[src/rtl/piano_pkg.sv]
// Shared constants for the piano tone bank: key count, note indices,
// NCO phase increments and the arbiter state encoding.
package piano_pkg;

    localparam int NUM_KEYS = 13;
    localparam int PHASE_W  = 18;

    localparam logic [3:0] NOTE_C4  = 4'd0;
    localparam logic [3:0] NOTE_CS4 = 4'd1;
    localparam logic [3:0] NOTE_D4  = 4'd2;
    localparam logic [3:0] NOTE_DS4 = 4'd3;
    localparam logic [3:0] NOTE_E4  = 4'd4;
    localparam logic [3:0] NOTE_F4  = 4'd5;
    localparam logic [3:0] NOTE_FS4 = 4'd6;
    localparam logic [3:0] NOTE_G4  = 4'd7;
    localparam logic [3:0] NOTE_GS4 = 4'd8;
    localparam logic [3:0] NOTE_A4  = 4'd9;
    localparam logic [3:0] NOTE_AS4 = 4'd10;
    localparam logic [3:0] NOTE_B4  = 4'd11;
    localparam logic [3:0] NOTE_C5  = 4'd12;

    typedef enum logic [1:0] {
        IDLE    = 2'd0,
        PLAY    = 2'd1,
        RELEASE = 2'd2
    } pianoState_e;

    // NCO increment per note; anything out of range maps to silence.
    function automatic logic [PHASE_W-1:0] phaseLookup(input logic [3:0] idx);
        case (idx)
            NOTE_C4:  return 18'd93664;
            NOTE_CS4: return 18'd99230;
            NOTE_D4:  return 18'd105130;
            NOTE_DS4: return 18'd111385;
            NOTE_E4:  return 18'd118008;
            NOTE_F4:  return 18'd125024;
            NOTE_FS4: return 18'd132456;
            NOTE_G4:  return 18'd140336;
            NOTE_GS4: return 18'd148677;
            NOTE_A4:  return 18'd157520;
            NOTE_AS4: return 18'd166885;
            NOTE_B4:  return 18'd176809;
            NOTE_C5:  return 18'd187324;
            default:  return '0;
        endcase
    endfunction

    function automatic logic [3:0] lowestSet(input logic [NUM_KEYS-1:0] v);
        logic [3:0] idx;
        idx = 4'd0;
        for (int i = NUM_KEYS - 1; i >= 0; i--) begin
            if (v[i]) idx = 4'(i);
        end
        return idx;
    endfunction

endpackage

[src/rtl/key_debounce.sv]
// One key: 2-flop synchronizer on the raw active-low input, then a
// stability counter that accepts a new level after DEBOUNCE_CYCLES samples.
module key_debounce #(
    parameter int DEBOUNCE_CYCLES = 240000
) (
    input  logic clk,
    input  logic rst_n,
    input  logic keyN,
    output logic held,
    output logic pressEvt
);

    localparam int CW = (DEBOUNCE_CYCLES > 1) ? $clog2(DEBOUNCE_CYCLES) : 1;

    logic          sync1;
    logic          sync2;
    logic          syncHeld;
    logic [CW-1:0] cnt;

    assign syncHeld = ~sync2;

    // Synchronizer resets to "released" so a key held through reset is
    // treated as a fresh press once it has been stable long enough.
    always_ff @(posedge clk or negedge rst_n) begin
        if (!rst_n) begin
            sync1    <= 1'b1;
            sync2    <= 1'b1;
            held     <= 1'b0;
            pressEvt <= 1'b0;
            cnt      <= '0;
        end else begin
            sync1    <= keyN;
            sync2    <= sync1;
            pressEvt <= 1'b0;
            if (syncHeld == held) begin
                cnt <= '0;
            end else if (cnt == CW'(DEBOUNCE_CYCLES - 1)) begin
                held     <= syncHeld;
                pressEvt <= syncHeld;
                cnt      <= '0;
            end else begin
                cnt <= cnt + 1'b1;
            end
        end
    end

endmodule

[src/rtl/piano_note_arbiter.sv]
// Debounces the 13 piano keys and selects one sounding note (last press wins).
// Define PIANO_RELEASE_HOLD_EN to hold the last note for RELEASE_CYCLES after release.
module piano_note_arbiter
    import piano_pkg::*;
#(
    parameter int DEBOUNCE_CYCLES = 240000,
    parameter int RELEASE_CYCLES  = 1200000
) (
    input  logic                clk,
    input  logic                rst_n,
    input  logic [NUM_KEYS-1:0] key_n,
    output logic                note_valid,
    output logic [3:0]          note_idx,
    output logic [PHASE_W-1:0]  phase_inc,
    output logic                note_change,
    output logic [1:0]          stateDbg
);

    // Both vectors are indexed by note (bit 0 = C4), not by key_n position.
    logic [NUM_KEYS-1:0] held;
    logic [NUM_KEYS-1:0] pressEvt;
    logic [15:0]         heldPad;
    logic                curReleased;

    pianoState_e state;
    pianoState_e stateNext;
    logic [3:0]  idxNext;
    logic        validNext;
    logic        changeNext;

    for (genvar i = 0; i < NUM_KEYS; i++) begin : gKey
        key_debounce #(
            .DEBOUNCE_CYCLES(DEBOUNCE_CYCLES)
        ) uDeb (
            .clk     (clk),
            .rst_n   (rst_n),
            .keyN    (key_n[NUM_KEYS-1-i]),
            .held    (held[i]),
            .pressEvt(pressEvt[i])
        );
    end

    assign heldPad     = {3'b000, held};
    assign curReleased = (state == PLAY) && !heldPad[note_idx];
    assign stateDbg    = state;

`ifdef PIANO_RELEASE_HOLD_EN
    localparam int RCW = (RELEASE_CYCLES > 1) ? $clog2(RELEASE_CYCLES) : 1;

    logic [RCW-1:0] relCnt;
    logic           relDone;

    assign relDone = (state == RELEASE) && (relCnt == RCW'(RELEASE_CYCLES - 1));

    always_ff @(posedge clk or negedge rst_n) begin
        if (!rst_n) begin
            relCnt <= '0;
        end else if ((state == RELEASE) && (stateNext == RELEASE)) begin
            relCnt <= relCnt + 1'b1;
        end else begin
            relCnt <= '0;
        end
    end
`endif

    // A fresh press always takes priority, so a press landing in the same
    // cycle as the current note's release never produces a silent gap.
    always_comb begin
        stateNext  = state;
        idxNext    = note_idx;
        validNext  = note_valid;
        changeNext = 1'b0;
        if (|pressEvt) begin
            stateNext  = PLAY;
            idxNext    = lowestSet(pressEvt);
            validNext  = 1'b1;
            changeNext = 1'b1;
        end else if (curReleased) begin
            if (|held) begin
                idxNext    = lowestSet(held);
                changeNext = 1'b1;
            end else begin
`ifdef PIANO_RELEASE_HOLD_EN
                stateNext = RELEASE;
`else
                stateNext = IDLE;
                idxNext   = '0;
                validNext = 1'b0;
`endif
            end
        end
`ifdef PIANO_RELEASE_HOLD_EN
        else if (relDone) begin
            stateNext = IDLE;
            idxNext   = '0;
            validNext = 1'b0;
        end
`endif
    end

    always_ff @(posedge clk or negedge rst_n) begin
        if (!rst_n) begin
            state       <= IDLE;
            note_valid  <= 1'b0;
            note_idx    <= '0;
            phase_inc   <= '0;
            note_change <= 1'b0;
        end else begin
            state       <= stateNext;
            note_valid  <= validNext;
            note_idx    <= idxNext;
            phase_inc   <= validNext ? phaseLookup(idxNext) : '0;
            note_change <= changeNext;
        end
    end

endmodule

[config.mk]
export PLATFORM = sky130hd
export DESIGN_NAME = piano_note_arbiter
export DESIGN_NICKNAME = d
export VERILOG_FILES = /design/src/rtl/piano_pkg.sv /design/src/rtl/key_debounce.sv /design/src/rtl/piano_note_arbiter.sv
export SDC_FILE = /design/constraint.sdc
export NUM_CORES = 1
export LEC_CHECK = 0
export ABC_AREA = 1
export CAP_MARGIN = 40
export CORE_MARGIN = 5
export CORE_UTILIZATION = 30
export DETAILED_ROUTE_END_ITERATION = 8
export SLEW_MARGIN = 5
export SYNTH_ARGS = -nofsm -noshare
export SYNTH_HDL_FRONTEND = slang
export SYNTH_HIERARCHICAL = 1
export SYNTH_SLANG_ARGS = --single-unit
[constraint.sdc]
create_clock -name clk -period 2.7 [get_ports clk]
set_input_delay 0.675 -clock clk [delete_from_list [all_inputs] [get_ports clk]]
set_output_delay 0.675 -clock clk [all_outputs]
set_load 0.1 [all_outputs]
==> flow_summary.ini <==
[global_route]
grt_max_degree = 69
grt_first_pass_wirelength_um = 65180
grt-ovfl-total = 0
grt_pass1_vias = 13450
track_usage_pct = 12.15
antenna_found_initial = 0

[synthesis]
ys_top_cells_by_area = dfrtp_1 42%, nand2_1 10%, nor2_1 9.4%
yosys_warnings = 6
yosys.area.top_type = dfrtp_1
synth.cell_area_um2 = 17170
syn_nets = 2238
syn_area_per_cell_um2 = 7.798
synth_seq_cells = 311
yosysTopAreaCellShare_pct = 41.53
synthCells = 2202
synthDistinctLibCells = 37
synth_compound_area_share_pct = 3.221
yosys-mux-area-fraction_pct = 0
synthXorXnorAreaFrac_pct = 5.968
synth_top_family_by_area = simple AND/OR/NAND/NOR gates
yosysSeqAreaShare_pct = 45.51
synthSimpleGateAreaFrac_pct = 36.97
yosys.area_share.adder_pct = 1.530

[die]
core-area_um2 = 56500
initial_core_util_pct = 30.39
pin_count = 41
die_w_um = 249.2
rows = 87
die_y_um = 249.2
dieArea_um2 = 62120

[sta]
slew_headroom_pct = 55.86
hold_violations = 0
timing.fmax_mhz = 418.0
maxSlewViolCount = 0
tightestPinTransition_ns = 0.6574
fin_tns_setup_ns = 0
rsz0062_at_grt = no
fin_skew_ns = 0.01701
finalSetupViolCount = 0
layout_min_cycle_time_ns = 2.392
fin_crit_sh_pct = 88.60

[detailed_routing]
vias_per_cell = 4.480
firstDrtPassIters = 5
vias = 13750
wl_per_cell_um = 12.38
drt-initial-drc-count = 1074
drc_errors = 0
routed_wl_um = 37980
ant_nets = 0

[setup_path]
path_class = reg -> reg
worst_path_largest_cell_delay_ns = 0.49
path_max_fanout = 9
crit_family = simple AND/OR/NAND/NOR gates
cp_data_required_time_ns = 3.12
crit_chain = inv_6 > nand2_1 > nand3_1 > nand2_1 > nand2_1 > nand2_1 > nand2_2 > nand3_4 > nor2_1 > nand3_1 > nand2_2 > nand2_2 > ha_1 > inv_1 > nand2_1 > nand2_1 > nand2_1 > inv_1 > a21oi_2
crit_top_cell = nand2_1
crit_buf_inv = 3
end_kind = flop
crit_path_top_delay_cell = dfrtp_2
worstPathArrival_ns = 2.81
worstSetupStartpointType = flop

[cts]
cts.sinks = 311
clock_latency_ns = 0.54
cts_buffers = 38
cts.htree.levels = 2
cts_root_buf = clkbuf_16
post_cts_buffers = 0
postCtsResizedCells = 0
postCtsHoldBufs = 0
clk_pin_slew_ns = 0.06
clock_path_buffers = 3
cts_tree = built

[finish]
n_antenna_cell = 0
fillers = 5793
syn_to_final_growth_pct = 15.90
drive_gt1_share_pct = 13.19
fin_nets = 2318
post_layout_nonfiller_instances = 3068
fin_area_um2 = 19900

[place]
gp_congestion = 0.8896
io_buffers = 39
placed_cells = 2998
place.detailed.hpwl_um = 27740
placedInstanceArea_um2 = 18490

[power_and_ir_drop]
p_leak_uw = 0.008888
power_switching_share_pct = 21.29
p_clk_share_pct = 52.1
p_per_area_nw_per_um2 = 536.6
p_seq_share_pct = 44.9
comb_power_share_pct = 3.0
p_switching_uw = 2273
p_int_uw = 8406
ir_drop_mv = 0.3945

[flow_run]
drv_cap = 0

[outcome]
status = complete, no violations

[hold_path]
hp-class = in -> async
==> per-stage QoR <==
stage | hold WS [ns] | power [uW] | setup slack, ns | util [%]
finish | 0.04828 | 10680 | 0.3078 | 35.23
global placement | 0.3459 | 5201 | 0.2265 | 32.73
detailed placement | 0.3468 | 5209 | 0.1565 | 32.73
CTS | 0.05650 | 10910 | 0.1535 | 35.21
global route | 0.07616 | 11150 | 0.03762 | 35.23
floorplan | 0.3452 | 5005 | 0.06353 | -
==> cells by family after synthesis <==
family / Yosys count
compound gates: 102
xor+xnor: 117
fa+ha+maj: 21
buf+inv: 297
flops: 311
other cells: 1
simple gates: 1353
==> cells in the mapped netlist, drive strengths merged <==
master / instances
a21boi: 1
xor2: 65
dfrtp: 285
conb: 1
xnor2: 52
o21ai: 32
ha: 21
nor3b: 26
a31oi: 14
buf: 6
o21bai: 2
nand3b: 13
nand3: 187
nand2: 530
dfstp: 26
or2: 14
o311ai: 1
nor2: 509
a21oi: 51
inv: 291
nor3: 41
nand4: 19
and2: 14
a22oi: 1
==> worst register-to-register path, cell delays in order (launching register included) <==
cell	delay, ns
dfrtp_2	0.49
inv_6	0.11
nand2_1	0.05
nand3_1	0.06
nand2_1	0.06
nand2_1	0.05
nand2_1	0.06
nand2_2	0.10
nand3_4	0.11
nor2_1	0.11
nand3_1	0.09
nand2_2	0.12
nand2_2	0.12
ha_1	0.24
inv_1	0.11
nand2_1	0.10
nand2_1	0.08
nand2_1	0.09
inv_1	0.10
a21oi_2	0.04
==> final cells by class <==
class | instances | area (um2) | area share, %
multi-input cells | 1594 | 8203 | 41.22
flip-flops and latches | 311 | 7819 | 39.29
clock buffers | 60 | 1217 | 6.117
inverters | 291 | 1100 | 5.526
well taps | 756 | 945.9 | 4.753
repair buffers | 46 | 435.4 | 2.188
clock inverters | 10 | 181.4 | 0.9116
==> power groups by stage <==
stage | logic, uW | registers [uW] | clock network (uW)
floorplan | 144 | 4860 | 0
global placement | 326 | 4870 | 0
detailed placement | 332 | 4880 | 0
CTS | 333 | 4800 | 5780
global route | 374 | 4800 | 5980
finish | 317 | 4790 | 5570
==> routing by layer <==
metal | vias to the layer above | GRT usage, % | share of wire, %
met3 | 62 | 2.067 | 4.1
met5 | - | 0 | 0
met4 | 0 | 3.653 | 2.2
li1 | 7023 | - | -
met1 | 6420 | 16.82 | 48
met2 | 241 | 19.61 | 45
==> state kept, by name, summed over array words and instances (netlist names) <==
name and cells:
gKey.uDeb/pressEvt 13, stateDbg 1, note_change 1, note_valid 1
note_idx 4, gKey.uDeb/cnt 234, gKey.uDeb/held 13, gKey.uDeb/sync2 13
gKey.uDeb/sync1 13, phase_inc 18
==> placed cells by master, fill, tap and decap left out, types with 2 or more instances in the layout <==
cell type        count
clkbuf_8            12
a21oi_1             48
dfrtp_1            282
nand3_1            168
nand3_2             16
buf_4               28
clkdlybuf4s50_1     13
dfrtp_2              3
nand2_1            472
nand3_4              3
xnor2_1             52
bufinv_16            5
buf_12               4
a21oi_2              3
inv_1              271
xor2_1              65
dfstp_2             26
or2_1               14
clkbuf_1             7
nand2_2             57
nor2_1             430
nor2_4              52
nor2_2              27
a31oi_1             14
nand4_1             19
inv_2               18
o21ai_1              3
ha_1                21
clkinv_2             3
o21ai_0             29
clkbuf_16           41
and2_1              14
nor3_1              40
nand3b_1            13
nor3b_1             26
o21bai_1             2
==> path summary, 6_finish.rpt <==
path	from	end	slack (ns)	depth (start not counted)
worst max register to register	note_idx[0]	phase_inc[17]	0.31	19
worst max-delay path	note_idx[0]	phase_inc[17]	0.31	19
min in group clk	gKey[1].uDeb/sync1	gKey[1].uDeb/sync2	0.35	0
worst min-delay path	rst_n	gKey[2].uDeb/cnt[3]	0.05	1
worst min register to register	gKey[1].uDeb/sync1	gKey[1].uDeb/sync2	0.35	0
max in group asynchronous	rst_n	gKey[7].uDeb/sync1	1.85	2
Note: power is estimated with default switching activity, not from simulation.
